`config.mk`:
```
export PLATFORM = sky130hd
export DESIGN_NAME = blocking_pipe_pair
export DESIGN_NICKNAME = d
export VERILOG_FILES = /design/src/rtl/blocking_pipe_pair.sv
export SDC_FILE = /design/constraint.sdc
export NUM_CORES = 1
export LEC_CHECK = 0
export ABC_AREA = 1
export BUFFER_PORTS_ARGS = -buffer_cell sky130_fd_sc_hd__buf_4
export CAP_MARGIN = 40
export CORE_MARGIN = 3
export CORE_UTILIZATION = 51
export DETAILED_ROUTE_END_ITERATION = 10
export GPL_TIMING_DRIVEN = 0
export PLACE_DENSITY = 0.87
export SETUP_SLACK_MARGIN = 0.3
export SLEW_MARGIN = 20
export SYNTH_ARGS = -nofsm -noshare
export SYNTH_HDL_FRONTEND = slang
export SYNTH_SLANG_ARGS = --single-unit
```
`constraint.sdc`:
```
create_clock -name clk -period 1.4 [get_ports clk]
set_clock_uncertainty 0.05 [all_clocks]
set_input_delay 0.14 -clock clk [delete_from_list [all_inputs] [get_ports clk]]
set_output_delay 0.14 -clock clk [all_outputs]
set_load 0.05 [all_outputs]
```
`src/rtl/blocking_pipe_pair.sv`:
```
// Purpose: two WIDTH-bit register chains fed by one input: B1 collapses to a single register, B2 is a true DEPTH-stage pipeline.
// Latency: q3_b1 lags d by 1 cycle, q3_b2 by DEPTH cycles; vld_b1/vld_b2 mark when each output holds sampled data.
// Backpressure: none; d is sampled every rising edge unconditionally, synchronous active-high reset discards in-flight data.
module blocking_pipe_pair #(
  parameter int WIDTH = 8,
  parameter int DEPTH = 3
) (
  input  logic             clk,
  input  logic             rst,
  input  logic [WIDTH-1:0] d,
  output logic [WIDTH-1:0] q3_b1,
  output logic [WIDTH-1:0] q3_b2,
  output logic             vld_b1,
  output logic             vld_b2
);

  // B1 models the blocking-ordered chain: every stage sees the freshly written
  // value, so all stages collapse onto d and hold identical contents.
  logic [WIDTH-1:0] r_b1 [DEPTH];
  // B2 is the genuine shift pipeline; each stage reads its neighbour's pre-edge value.
  logic [WIDTH-1:0] r_b2 [DEPTH];
  logic             r_vld_b1;
  // One valid bit travels alongside each B2 stage so vld_b2 follows the data
  // front after reset release and restarts from scratch on a mid-stream reset.
  logic [DEPTH-1:0] r_vld_b2;

  // Collapsed chain B1: all stages load d together; reset wins over data.
  always_ff @(posedge clk) begin
    if (rst) begin
      for (int i = 0; i < DEPTH; i++) r_b1[i] <= '0;
      r_vld_b1 <= 1'b0;
    end else begin
      for (int i = 0; i < DEPTH; i++) r_b1[i] <= d;
      r_vld_b1 <= 1'b1;
    end
  end

  // True pipeline B2 with its shift-valid chain; reset clears every stage.
  always_ff @(posedge clk) begin
    if (rst) begin
      for (int i = 0; i < DEPTH; i++) r_b2[i] <= '0;
      r_vld_b2 <= '0;
    end else begin
      r_b2[0]     <= d;
      r_vld_b2[0] <= 1'b1;
      for (int i = 1; i < DEPTH; i++) begin
        r_b2[i]     <= r_b2[i-1];
        r_vld_b2[i] <= r_vld_b2[i-1];
      end
    end
  end

  // Outputs come straight from the last stage registers: no d -> q combinational path.
  assign q3_b1  = r_b1[DEPTH-1];
  assign q3_b2  = r_b2[DEPTH-1];
  assign vld_b1 = r_vld_b1;
  assign vld_b2 = r_vld_b2[DEPTH-1];

endmodule

```
==> metrics.sh, run 1 <==
SETUP_REPAIR_AFTER_GLOBAL_ROUTING_MISSED_ITS_MARGIN='true'
MAXSLEWHEADROOM_PCT=88.75
PATH_MAX_FANOUT=2
NETLIST.TOP_CELL.BY_AREA='dfxtp_1'
DETAILED_PLACE.AREA_UM2=1111
FRACTION_OF_POWER_SPENT_SWITCHING_NETS_PCT=26.41
SHARE_COMB_OF_TOTAL_POWER_PCT=19.5
SETUP.WORST_PATH.END_CLASS='output port'
POWER_SWITCHING_uW=374.8
HTREE_NUM_LEVELS=1
WORSTPATHREQUIRED_NS=1.21
OUTCOME='complete, no violations'
FIN_CRIT_NS=1.121
CLOCK-SINKS=27
SETUP_TNS_NS=0
POWER.DENSITY_CELL_AREA_nW_PER_UM2=998.7
CTS_TREE='done'
DIEWIDTH_UM=47.91
TIMING.SETUP.CRITICAL_PATH_CLASS='register to output port'
GRT_OVERFLOW_TOTAL=0
GRT_PASS1_WL_UM=2863
DETAILEDROUTE.FIRSTITERATIONVIOLATIONS=15
SYNTH_AREA_LEADERS='dfxtp_1, buf_4, inv_1, nor2_1, buf_6'
STARTPOINT_TYPE='register'
REPORT.FINAL.HOLD_VIOL_COUNT=0
VDD_DROP_MAX_mV=0.8903
FINAL-MAX-SLEW-VIOLATION-COUNT=0
PLACE.DETAILED.HPWL_UM=954.6
CLOCKBUFFERDEPTH=2
TOTAL_LEAKAGE_POWER_nW=0.7095
GRT_MAX_DEGREE=16
YS_FF_LATCH=27
VIAS_IN_THE_FIRST_GLOBAL_ROUTE=629
CLK_LATENCY_WORST_SKEW_PAIR_NS=0.32
ANT_NETS=0
ANTENNA-DIODE-COUNT=0
CLKPWRFRAC_PCT=22.7
TRITONCTS.NUM_BUFFERS=3
POST-SYNTH-TOP-AREA-FRACTION_PCT=60.34
DETAILROUTE.VIA_COUNT=678
ANTENNA_VIOLATIONS_BEFORE_REPAIR=0
BUFFER_PORTS.INSERTED=26
PLACEMENTROWS=14
CORE_UM2=1577
SYNTH.NET_COUNT=109
MAXIMUM_CAPACITANCE_VIOLATIONS=0
TOP_LEVEL_PORTS=28
CRITICAL_PATH_ARRIVAL_NS=0.93
DIE-AREA_UM2=2295
LAYOUT-DRIVE-GT1-SHARE_PCT=46.04
YOSYSWARNINGS=0
ROUTABILITYCONGESTION=0.6134
MAX_SLEW.WORST_PIN.SLEW_NS=0.1681
POST-ROUTE-DRC-COUNT=0
WORST_HOLD_PATH_TYPE='register to register'
GR-USAGE-ALL-LAYERS_PCT=18.97
MAXCLOCKFREQUENCY_MHz=892.4
NETLIST-CELL-TYPE-COUNT=6
DIE_Y_UM=47.91
DRTPASS1ITERATIONS=4
DRT-WIRELENGTH-PER-CELL_UM=14.50
NUM-NETS-FINAL=150
DRT_VIA_DENSITY=4.374
FINALCRITPERIODSHARE_PCT=80.04
TIMING.FINAL.SETUP_VIOLATIONS=0
P_INT_mW=1.045
CLK_ROOT_BUFFER_CELL='clkbuf_4'
POSTSYNTHAREAPERCELL_UM2=9.049
P_SEQ_SHARE_PCT=57.9
WIRELENGTH_UM=2248
AREA_GROW_SYN2LAYOUT_PCT=58.66
SYNTH_CELLS=99
WORST_SETUP_HOLD_PATH_CLK_SLEW_NS=0.14
INITIAL_UTILIZATION_PCT=56.83
SYNTH_SEQUENTIAL_AREA_RATIO_PCT=60.34
FINAL_AREA_UM2=1421
POST_SYNTH_INSTANCE_AREA_UM2=895.9
[registers in the layout (all words and copies together) (netlist names)]
signal	flops
r_b2	17
r_vld_b2	2
vld_b1	1
r_b1	7
[routing by layer]
metal / part of all wire, % / vias to the layer above / GRT usage [%]
li1: - / 331 / -
met1: 43 / 312 / 23.39
met2: 49 / 29 / 29.55
met3: 5.1 / 6 / 4.887
met4: 2.5 / 0 / 11.29
met5: 0 / - / 0
[Yosys cell counts (all sizes together)]
| master | count |
|---|---|
| dfxtp | 27 |
| buf | 19 |
| nor2 | 26 |
| inv | 27 |
[power by group through the flow]
stage	registers, mW	logic, mW	clock network (mW)
2_1_floorplan	0.835	0.132	0
3_3_place_gp	0.827	0.193	0
3_5_place_dp	0.829	0.197	0
4_1_cts	0.816	0.250	0.333
5_1_grt	0.824	0.287	0.362
6_report	0.822	0.276	0.322
[critical path: stages (launching register included)]
cell and delay, ns:
dfxtp_2 0.36, buf_6 0.11, buf_8 0.14
[layout by cell type (no fill, tap or decap), drive strengths merged]
cell / netlist / final
buf: 19 / 46
clkinv: 0 / 1
dfxtp: 27 / 27
nor2: 26 / 26
dlygate4sd3: 0 / 9
inv: 27 / 27
clkbuf: 0 / 3
[final timing paths]
| check | from | end | slack [ns] | cells after the start |
|---|---|---|---|---|
| max | r_b1[2][3]$_SDFF_PP0_ | q3_b1[3] | 0.28 | 2 |
| min | r_b2[0][10]$_SDFF_PP0_ | r_b2[0][18]$_SDFF_PP0_ | 0.36 | 2 |
| max reg2reg | r_b1[2][6]$_SDFF_PP0_ | r_b2[0][14]$_SDFF_PP0_ | 0.69 | 3 |
| min reg2reg | r_b2[0][10]$_SDFF_PP0_ | r_b2[0][18]$_SDFF_PP0_ | 0.36 | 2 |
[through the flow]
step	power, mW	instances	setup slack, ns	hold WS (ns)	util, %
floorplan	0.9677	99	0.5284	0.1970	-
global placement	1.020	141	0.6121	0.2891	70.48
detailed placement	1.026	141	0.5954	0.3008	70.48
CTS	1.399	154	0.2719	0.3608	85.71
global route	1.473	155	0.2445	0.3790	90.16
finish	1.419	155	0.2794	0.3593	90.16
[final cells by class]
type,count,area (um^2)
fill,55,155.1
sequential,27,556.8
multi-input combinational,26,100.1
buffer,19,206.4
timing repair buffer,36,409.1
tap,16,20.02
clock inverter,1,5.005
inverter,27,101.3
clock buffer,3,22.52
[what timing repair did]
action                     CTS  global route
setup endpoints to repair   16            17
hold buffers                 9             0
buffers inserted             0             1
hold endpoints to repair    12             0
pin swaps                    0             0
resized for setup           38            20
gates cloned                 0             0
[cells by family after synthesis]
family,Yosys count,synth area share [%]
buffers and inverters,46,28.49
and+or+nand+nor,26,11.17
DFF,27,60.34
Power figures use the tool's default switching activity.
==> inputs of run 2 (changes only) <==
- CORE_UTILIZATION: 51 -> 43
- PLACE_DENSITY: 0.87 -> 0.79
- clock period: 1.4 -> 0.93 ns (I/O delays scaled with it)
==> run 2 against run 1 <==
The run now ends with hold timing, setup timing left. Register-to-register slack got worse by 0.43 ns. Non-clock buffer count decreased by 4. Global-route usage down 7.6 points. First-iteration DRC count down 67%. Setup slack got worse by 0.41 ns. Clock-buffer cell count did not move. Via count is 8.3% lower. Critical path depth did not move. Largest power group unchanged. Highest routed layer unchanged.
==> metrics.sh, run 2 (synthesized netlist as in run 1, its figures left out) <==
MOSTFREQUENTLAYOUTCELLS='inv_1, nor2_1, buf_6, buf_8, dfxtp_2'
WORSTREG2REGSTART='vld_b1$_DFF_P_'
CORE_UM2=1839
CLOCK-SINKS=27
CTS_TREE='done'
FIN_CRIT_NS=1.065
REG_AREA_UM2=559.3
ROUTABILITYCONGESTION=0.6305
REG2REG_SETUP_SLACK_NS=0.26
LARGEST-REGISTER='r_b2'
CP-STARTPOINT='r_b1[2][4]$_SDFF_PP0_'
VDD_DROP_MAX_mV=1.602
GRT_OVERFLOW_TOTAL=0
P_INT_mW=1.572
CLOCKBUFFERDEPTH=2
DIEWIDTH_UM=51.65
LARGEST_REGISTER_FF_COUNT=17
MAX_SLEW.WORST_PIN.SLEW_NS=0.1345
TOP_LEVEL_PORTS=28
R2R-END='r_vld_b2[1]$_SDFF_PP0_'
DRT-WIRELENGTH-PER-CELL_UM=8.938
WORSTPATHREQUIRED_NS=0.79
TIMING.FINAL.WS_SETUP_NS=-0.1349
DIE_Y_UM=51.65
CLK_LATENCY_WORST_SKEW_PAIR_NS=0.32
ANTENNA-DIODE-COUNT=0
FINAL_COMMON_CELL='inv_1'
TIMING.FINAL.SETUP_VIOLATIONS=18
LAYOUT-DRIVE-GT1-SHARE_PCT=49.63
REPORT.POWER.TOTAL_mW=2.111
DRTPASS1ITERATIONS=4
TIMING.SETUP.CRITICAL_PATH_CLASS='register to output port'
WORST_SETUP_HOLD_PATH_CLK_SLEW_NS=0.13
AREA_GROW_SYN2LAYOUT_PCT=59.08
NUM-NETS-FINAL=146
CLKPWRFRAC_PCT=23.2
CRIT_CHAIN='buf_6 -> buf_6'
FINAL_CORE_UTILIZATION_PCT=77.48
CRIT_TOP_CELL='buf_6'
MULTI_INPUT_COMB_AREA_UM2=100.1
DETAILROUTE.VIA_COUNT=622
CLK_ROOT_BUFFER_CELL='clkbuf_4'
POWER.DENSITY_CELL_AREA_nW_PER_UM2=1481
SETUP_TNS_NS=-2.072
CRIT_PATH_END='q3_b1[4]'
WORST_HOLD_PATH_TYPE='input pin to register'
GRT_MAX_DEGREE=17
STARTPOINT_TYPE='register'
SETUP.WORST_PATH.END_CLASS='output port'
REPORT.FINAL.HOLD_VIOL_COUNT=7
MAXIMUM_CAPACITANCE_VIOLATIONS=0
OUTCOME='complete, but fails checks'
TRITONCTS.NUM_BUFFERS=3
PLACEMENTROWS=15
FRACTION_OF_POWER_SPENT_SWITCHING_NETS_PCT=25.52
REG.LARGEST.LIST='r_b2 x17, r_b1 x7, r_vld_b2 x2'
GR-USAGE-ALL-LAYERS_PCT=11.42
MAXSLEWHEADROOM_PCT=91.03
DETAILEDROUTE.FIRSTITERATIONVIOLATIONS=5
SHARE_COMB_OF_TOTAL_POWER_PCT=18.4
HTREE_NUM_LEVELS=1
CP_SLOWEST_CELL='dfxtp_2'
VIAS_IN_THE_FIRST_GLOBAL_ROUTE=526
POWER_SWITCHING_uW=538.7
PLACE.DETAILED.HPWL_UM=925.3
ANTENNA_VIOLATIONS_BEFORE_REPAIR=0
WIRELENGTH_UM=1430
FINALCRITPERIODSHARE_PCT=114.5
SETUP_REPAIR_AFTER_GLOBAL_ROUTING_MISSED_ITS_MARGIN='true'
MAXCLOCKFREQUENCY_MHz=939.1
GRT_PASS1_WL_UM=2152
PLACEMENT.SETUP.WORST_SLACK_NS=0.1721
DIE-AREA_UM2=2667
DETAILED_PLACE.AREA_UM2=1155
GR-MAX-USAGE-LAYER='met2'
MET3_USAGE_PCT=6.304
DRT_VIA_DENSITY=3.888
WORST_HOLD_SLACK_NS=-0.1000
GRT_USE_MET2_PCT=20.13
NFILLCELLS=130
FINAL_AREA_UM2=1425
INITIAL_UTILIZATION_PCT=48.71
GRTUSAGEMET1_PCT=10.65
MAX_STAGE_DELAY_NS=0.35
TOTAL_LEAKAGE_POWER_nW=0.7121
RR_WORST_DEPTH=3
BUFFER_PORTS.INSERTED=26
FAILED_CHECKS='hold timing, setup timing'
FINAL-MAX-SLEW-VIOLATION-COUNT=0
PATH_MAX_FANOUT=2
CRITICAL_PATH_ARRIVAL_NS=0.92
POST-ROUTE-DRC-COUNT=0
ANT_NETS=0
P_SEQ_SHARE_PCT=58.4
## run 2: layout make-up
class | instances | share of cell area (%)
sequential | 27 | 39.24
timing repair buffer | 32 | 27.30
buffer | 19 | 15.01
inverter | 27 | 7.111
multi-input combinational | 26 | 7.024
tap | 25 | 2.195
clock buffer | 3 | 1.580
clock inverter | 1 | 0.5268
## run 2: critical path: cells and delay by family, from the launching register on
kind | cells | cell delay (ns)
DFF | 1 | 0.35
buffers and inverters | 2 | 0.25
## run 2: routing by layer
metal,vias to the layer above,share of wire [%]
li1,325,-
met1,271,32
met4,0,1.5
met3,2,9.4
met2,24,57
met5,-,0
## run 2: stage by stage
step	cells	hold slack (ns)
after floorplan	99	0.1500
after global placement	150	0.2439
after detailed placement	150	0.2506
after CTS	159	-0.1155
after global routing	160	-0.1233
final	160	-0.1000
## run 2: power by group through the flow
stage	Sequential, mW	Combinational, mW	Clock [mW]
finish	1.23	0.388	0.490
global route	1.24	0.411	0.573
CTS	1.23	0.360	0.518
detailed placement	1.25	0.308	0
global placement	1.25	0.303	0
floorplan	1.26	0.210	0
## run 2: worst min path at each step
stage / from / cells after the start / to / slack, ns
floorplan: d[0] / 2 / r_b1[2][0]$_SDFF_PP0_ / 0.15
global placement: d[2] / 3 / r_b1[2][2]$_SDFF_PP0_ / 0.24
detailed placement: d[2] / 3 / r_b1[2][2]$_SDFF_PP0_ / 0.25
CTS: rst / 2 / r_vld_b2[2]$_SDFF_PP0_ / -0.12
global route: rst / 2 / r_vld_b2[2]$_SDFF_PP0_ / -0.12
finish: rst / 2 / r_b2[0][22]$_SDFF_PP0_ / -0.10
## run 2: what timing repair did
item | 4_1_cts | 5_1_grt
hold buffers | 4 | 2
resized for setup | 36 | 23
setup endpoints to repair | 18 | 22
hold endpoints to repair | 12 | 9
cloned | 0 | 0
setup buffers | 1 | 0
